==> src/rtl/reg_bank.sv <==
// Purpose : multi-ported register file with per-register pending (scoreboard) marks.
// Latency : reads are combinational (0 cycles) with write-to-read bypass; writes land on the rising edge.
// Backpressure: none; every write, issue and flush is accepted on the cycle it is presented.
//
// Ports:
//   clk, rst_n          single clock, asynchronous active-low reset
//   wr_en/addr/data     write port; a write also clears the pending mark of its target
//   iss_en/iss_addr     marks a destination register pending
//   flush               clears every pending mark (a same-cycle issue still lands)
//   rd_addr/rd_data     NREAD packed read ports, port i at [i*AW +: AW] / [i*XLEN +: XLEN]
//   rd_busy             per-port pending flag, un-busied by a same-cycle completing write
//   busy_vec            registered pending vector, no bypass
module reg_bank #(
    parameter int XLEN     = 32,
    parameter int NREGS    = 32,
    parameter int NREAD    = 2,
    parameter int ZERO_REG = 1,
    localparam int AW      = $clog2(NREGS)
) (
    input  logic                  clk,
    input  logic                  rst_n,
    input  logic                  wr_en,
    input  logic [AW-1:0]         wr_addr,
    input  logic [XLEN-1:0]       wr_data,
    input  logic                  iss_en,
    input  logic [AW-1:0]         iss_addr,
    input  logic                  flush,
    input  logic [NREAD*AW-1:0]   rd_addr,
    output logic [NREAD*XLEN-1:0] rd_data,
    output logic [NREAD-1:0]      rd_busy,
    output logic [NREGS-1:0]      busy_vec
);

    logic [XLEN-1:0]  regs [NREGS];
    logic [NREGS-1:0] pending;
    logic [NREGS-1:0] pending_nxt;

    // Register 0 is read-only when hardwired; flag it once for reuse.
    logic wr_to_zero;
    logic iss_to_zero;
    assign wr_to_zero  = (ZERO_REG != 0) && (wr_addr == '0);
    assign iss_to_zero = (ZERO_REG != 0) && (iss_addr == '0);

    // Effective write: gated by reset so an in-flight write is invisible on the
    // bypass path while rst_n is low, keeping all outputs at zero in reset.
    logic wr_hit;
    logic wr_live;
    assign wr_live = wr_en && rst_n;
    assign wr_hit  = wr_live && !wr_to_zero;

    // ---------------------------------------------------------------
    // Data storage
    // ---------------------------------------------------------------
    always_ff @(posedge clk or negedge rst_n) begin
        if (!rst_n) begin
            for (int r = 0; r < NREGS; r++) begin
                regs[r] <= '0;
            end
        end else if (wr_hit) begin
            regs[wr_addr] <= wr_data;
        end
    end

    // ---------------------------------------------------------------
    // Pending vector. Ordering matters: flush first, then the write
    // clears its mark, then the issue sets its mark, so an issue wins
    // over both a flush and a same-register completing write.
    // ---------------------------------------------------------------
    always_comb begin
        pending_nxt = pending;
        if (flush) begin
            pending_nxt = '0;
        end
        if (wr_en) begin
            pending_nxt[wr_addr] = 1'b0;
        end
        if (iss_en && !iss_to_zero) begin
            pending_nxt[iss_addr] = 1'b1;
        end
    end

    always_ff @(posedge clk or negedge rst_n) begin
        if (!rst_n) begin
            pending <= '0;
        end else begin
            pending <= pending_nxt;
        end
    end

    assign busy_vec = pending;

    // ---------------------------------------------------------------
    // Read ports
    // ---------------------------------------------------------------
    for (genvar p = 0; p < NREAD; p++) begin : g_rd
        logic [AW-1:0] addr;
        logic          is_zero;
        logic          wr_match;

        assign addr     = rd_addr[p*AW +: AW];
        assign is_zero  = (ZERO_REG != 0) && (addr == '0);
        assign wr_match = wr_live && (wr_addr == addr);

        // wr_hit already excludes register 0, so is_zero and the bypass
        // never conflict; is_zero is checked first for clarity.
        assign rd_data[p*XLEN +: XLEN] = is_zero                  ? '0      :
                                         (wr_hit && wr_match)     ? wr_data :
                                                                    regs[addr];

        // pending[0] is never set when hardwired, so no zero special case.
        assign rd_busy[p] = pending[addr] && !wr_match;
    end

endmodule

==> config.mk <==
export PLATFORM = sky130hd
export DESIGN_NAME = reg_bank
export DESIGN_NICKNAME = d
export VERILOG_FILES = /design/src/rtl/reg_bank.sv
export SDC_FILE = /design/constraint.sdc
export NUM_CORES = 2
export LEC_CHECK = 0
export CAP_MARGIN = 0
export CORE_ASPECT_RATIO = 1.75
export CORE_MARGIN = 2
export CORE_UTILIZATION = 65
export CTS_CLUSTER_SIZE = 28
export DETAILED_ROUTE_END_ITERATION = 10
export PLACE_DENSITY = 0.88
export SLEW_MARGIN = 20
export SYNTH_ARGS = -nofsm -noshare
export SYNTH_HDL_FRONTEND = slang
export SYNTH_SLANG_ARGS = --single-unit
==> constraint.sdc <==
create_clock -name clk -period 6.3 [get_ports clk]
set_clock_uncertainty 0.05 [all_clocks]
set_input_delay 0.945 -clock clk [delete_from_list [all_inputs] [get_ports clk]]
set_output_delay 0.945 -clock clk [all_outputs]
set_load 0.02 [all_outputs]
# Word level (Yosys, flattened, before mapping)
# Cells that the tools add are included.
[word_totals] reg_bits=1056 latchBits=0 mem_bits_rw=0 rom_bits=0 inputBits=57 output_inout_bits=98 word_cells=95 memories=0
[classes] n_addsub=0 n_mul=0 div=0 n_lt_le_gt_ge=10 eq_ne=2 shifts=0 n_mux=24 n_bitwise=6 n_reduce_logical=20
[ops] operator="$bwmux 1024" count=1
[ops] operator="$mux 32" count=12
[ops] operator="$bmux 32 s5" count=2
[ops] operator="$demux 32 s5" count=1
[ops] operator="$and 32x32->32" count=1
[ops] operator="$not 32->32" count=1
[ops] operator="$or 32x32->32" count=1
[ops] operator="$lt 5x6->1 const B" count=4
[ops] operator="$logic_not 5->1" count=4
[ops] operator="$ge 6x6->1 const B" count=3
[ops] operator="$not 5->6" count=3
[ops] operator="$logic_and 1x1->1" count=12
[ops] operator="$bmux 1 s5" count=2
[ops] operator="$demux 1 s5" count=2
[ops] operator="$eq 5x5->1" count=2
[ops] operator="$ge 5x1->1 const B" count=2
[ops] operator="$lt 6x1->1 const B" count=1
[ops] operator="$logic_not 1->1" count=4
[ops] operator="$mux 1" count=4

# Depth between registers and ports, before layout
[depth] ltp_word=9 mapped_depth=10 depth_no_buf=5

# Least setup slack after synthesis
# No wires, ideal clock.
[synth_timing] path_kind="input to output" from="input wr_addr[1]" to="output rd_data[10]" t_arrival_ns=2.704 required_time_ns=5.305 setup_slack_ns=2.601 cell_stages=8 path_buffers=4 path_cell_list="clkbuf_1 > xnor2_1 > nand4_1 > or4_1 > buf_2 > buf_2 > buf_2 > a31oi_1"
[synth_via] elab_chain_cells=6 word_cells_on_any_way=8 cone_classes="1 x eq/ne; 2 x mux; 5 x reduce/logical"
[synth_rtl] item="from (decl)" line_no="23" source="input logic [AW-1:0] wr_addr,"
[synth_rtl] item="$logic_not 5->1" line_no="41" source="assign wr_to_zero = (ZERO_REG != 0) && (wr_addr == '0);"
[synth_rtl] item="$logic_not 1->1" line_no="49" source="assign wr_hit = wr_live && !wr_to_zero;"
[synth_rtl] item="$logic_and 1x1->1" line_no="49"
[synth_rtl] item="$logic_and 1x1->1 (*)" line_no="107" source="(wr_hit && wr_match) ? wr_data :"
[synth_rtl] item="$mux 32 (*)" line_no="107"
[synth_rtl] item="$mux 32 (*)" line_no="106" source="assign rd_data[p*XLEN +: XLEN] = is_zero ? '0 :"
[synth_rtl] item="to (decl)" line_no="29" source="output logic [NREAD*XLEN-1:0] rd_data,"
# Mark *: on every way between the ends. The rest lies on a longest branch, timed or not.

# Final worst setup path
[layout_timing] from="input rd_addr[6]" to="output rd_data[33]"
[layout_via] elab_chain_cells=6 word_cells_on_any_way=10 cone_classes="1 x eq/ne; 5 x mux; 1 x bitwise; 3 x reduce/logical"
[layout_rtl] item="from (decl)" line_no="28" source="input logic [NREAD*AW-1:0] rd_addr,"
[layout_rtl] item="$not 5->6 (implied by the code)" line_no="108" source="regs[addr];"
[layout_rtl] item="$bmux 32 s5" line_no="108"
[layout_rtl] item="$mux 32 (implied by the code) (2 in a row)" line_no="108"
[layout_rtl] item="$mux 32" line_no="107"
[layout_rtl] item="$mux 32 (*)" line_no="106"
# Mark *: on every way between the ends. The rest lies on a longest branch, timed or not. The select of a mux whose other input is x is not followed.

==> summary.md <==
| Metric | Value |
|---|---|
| Crit path capture type | `output port` |
| Cts repair resizes | `0` |
| Util after Layout | `71.51%` |
| Clock Sink Count | `1,056` |
| Row count | `144` |
| Pin count of the biggest net entering global routing | `182` |
| Wire length on met3 | `20.09 mm` |
| DR vias/cell | `7.719` |
| Async SR Flop Fraction | `100.0%` |
| Setup_tns | `0 ps` |
| Max layer used | `met5` |
| CP startpoint kind | `input port` |
| Setup CP Type | `input port to output port` |
| H-tree level count | `3` |
| Routed WL per cell | `34.03 um` |
| Io pins | `155` |
| Post-synth EDFFs | `0` |
| Synth top area share | `45.85%` |
| Setup-failing EPs final | `0` |
| GRT Resource Usage Total | `40.13%` |
| Worst path max stage delay | `780 ps` |
| DP Wirelength | `107.7 mm` |
| Yosys top cell by area | `dfrtp_1` |
| Fillers | `5,465` |
| Register area share after synthesis | `45.85%` |
| TritonCTS clock tree | `done` |
| CP Max Fanout | `77` |
| CP max-delay cell | `buf_4` |
| GP Congestion | `0.8970` |
| Clk network pwr share | `34.6%` |
| Grt total ovfl | `0` |
| Post-Syn Nets | `4,296` |
| Slew Limit Fails | `0` |
| Pleak | `28.38 nW` |
| Final hold vios | `0` |
| DRC | `0` |
| Port buffer count | `154` |
| Hold-fix buffers, CTS | `0` |
| Mapped Avg Cell Area | `13.60 um2` |
| Routed WL | `182.7 mm` |
| Via Count | `41.43k` |
| WP data required | `5300 ps` |
| Yosys reg bits | `1,056` |
| Worst-Skew Late Latency | `710 ps` |
| Seq pwr share | `47.3%` |
| Count of warnings emitted by yosys | `0` |
| PD cells | `278.8 nW/um2` |
| TritonCTS Buffers | `91` |
| Worst path arrival time | `4710 ps` |
| Drt pass-1 iters | `6` |
| Slew headroom | `16.53%` |
| Worst VDD drop | `0.2380 mV` |
| Clock buffer depth | `3` |
| Die footprint | `91,160 um2` |
| Critical-path cell list | `buf_8, buf_4, mux4_2, mux2i_1, nand2_1, o2111ai_1, a21oi_1, clkdlybuf4s50_1` |
| Status | `completed` |
| Core Box Area | `87,920 um2` |
| Sw power | `4.854 mW` |
| MaxCap Viol Count | `0` |
| Non-filler cells in the finished layout | `5,367` |
| Wire length on met2 | `84.93 mm` |
| Post-route ant nets | `0` |
| Starting Density | `65.55%` |
| Layout cells sized above 1 | `38.90%` |
| Most common flop cell mapped by yosys | `dfrtp_1` |
| Hold Crit Class | `input port to asynchronous set/reset pin` |
| Synthesis-to-layout area growth | `9.092%` |
| Root buffer cell | `clkbuf_16` |
| Die W | `229.1 um` |
| Ranking of synthesized cells by area | `dfrtp_1 46%, mux2_2 19%, mux4_2 13%` |
| Initial antenna violation count | `10` |
| Routed length on met1 | `61.34 mm` |
| Final Cycle Share | `90.49%` |
| First-pass GRT wire length | `270.7 mm` |
| # Post-CTS Setup Buffers | `0` |
| Vias in the first global route | `42.91k` |
| Logic pwr share | `18.1%` |
| Unique masters post-synth | `54` |
| Int Pwr | `12.68 mW` |
| Least-Margin Pin Slew | `1249 ps` |
| Placed cell count | `5,199` |
| CTS clk-pin slew, worst paths | `70 ps` |
| Max frequency | `0.1754 GHz` |
| NumNets Final | `4,181` |
| Final Total Pwr | `17.53 mW` |
| Sw Ratio | `27.69%` |
| Post-Syn Instances | `4,239` |
| DIE HEIGHT | `397.9 um` |
| Cell area after synthesis | `57,630 um2` |
| Min Tclk post-route | `5701 ps` |
| RSZ-0062 raised after global routing | `no` |
| DRT iter0 DRCs | `4,852` |
[path summary, 6_finish.rpt]
path                             start  slack [ps]          end  depth (start not counted)
hold reg to reg             regs[1011]         350   regs[1011]                          0
hold / removal                   rst_n         110    regs[502]                          1
setup reg to reg           busy_vec[7]        5240  busy_vec[7]                          3
min in group clk            regs[1011]         350   regs[1011]                          0
max in group asynchronous        rst_n        3040    regs[609]                          4
setup / recovery            rd_addr[6]         600  rd_data[33]                          8
[per-stage QoR]
step                setup WS (ps)  area, um2  hold slack (ps)
floorplan                    2601      57630            388.8
global placement            707.9      59770            324.9
detailed placement          666.7      59770            331.5
CTS                         661.4      62910            108.5
global route                480.1      62860            147.6
finish                      598.9      62870            114.6
[power groups by stage]
stage	clock, mW	combinational, mW	sequential, mW
after floorplan	0	2.24	8.14
after global placement	0	2.99	8.26
after detailed placement	0	3.09	8.36
after CTS	6.04	3.13	8.25
after global routing	6.31	3.33	8.37
final	6.06	3.17	8.30
[layout make-up]
type,count,area (um2),area share [%]
multi-input combinational,2696,29190,46.43
sequential,1056,26430,42.03
clock buffer,125,2680,4.263
timing repair buffer,275,2616,4.161
tap,1168,1461,2.324
clock inverter,37,467.9,0.7443
inverter,4,15.01,0.02388
antenna,6,15.01,0.02388
[layout by cell type (no fill, tap or decap), drive strengths merged, types with 32 or more instances in the layout]
cell and count:
mux2i 320, a221oi 32, nand2 88, mux2 1117
o22ai 63, clkbuf 125, mux4 327, nor2b 69
o21ai 154, dfrtp 1056, o211ai 33, a22oi 48
nor2 57, a21oi 104, o2111ai 54, a211oi 32
buf 145, clkdlybuf4s50 130
[state kept, by name, indices dropped and copies added, names as in the netlist]
signal	cells
busy_vec	32
regs	1024
[cell usage after synthesis (4+ instances only)]
cell type / n
a2111oi_0: 8
a211oi_1: 32
a21oi_1: 104
a221oi_1: 32
a22o_1: 31
a22oi_1: 48
a31oi_1: 24
and2_1: 5
buf_1: 28
buf_2: 170
buf_4: 28
buf_6: 13
clkbuf_1: 242
dfrtp_1: 1056
mux2_1: 165
mux2_2: 952
mux2i_1: 320
mux4_2: 327
nand2_1: 88
nand2b_1: 10
nand3_1: 8
nor2_1: 57
nor2b_1: 69
nor3b_1: 4
o2111ai_1: 54
o211ai_1: 33
o21a_1: 31
o21ai_0: 115
o21ai_1: 39
o221a_1: 8
o22a_1: 24
o22ai_1: 63
or3_1: 6
or3b_1: 4
xnor2_1: 9
[worst max-delay path, delay by kind of cell]
kind / cells / cell delay, ps
AOI/OAI and AO/OA: 2 / 440
and+or+nand+nor: 1 / 320
buffers and inverters: 3 / 1920
muxes: 2 / 920
[logic make-up (layout without fill, tap and decap cells)]
family	after synthesis	count (layout)	synth area share [%]
DFF	1056	1056	45.85
muxes	1764	1764	40.16
xor gates and xnor gates	10	10	0.1520
other	0	6	0
buffers and inverters	487	441	3.919
AOI/OAI and AO/OA	652	652	7.566
and+or+nand+nor	270	270	2.351
[metal layers]
metal	vias to the layer above	track usage [%]
met3	1018	11.03
li1	15910	-
met1	21340	47.72
met4	8	31.61
met2	3152	62.03
met5	-	0
Note: power is estimated with default switching activity, not from simulation.
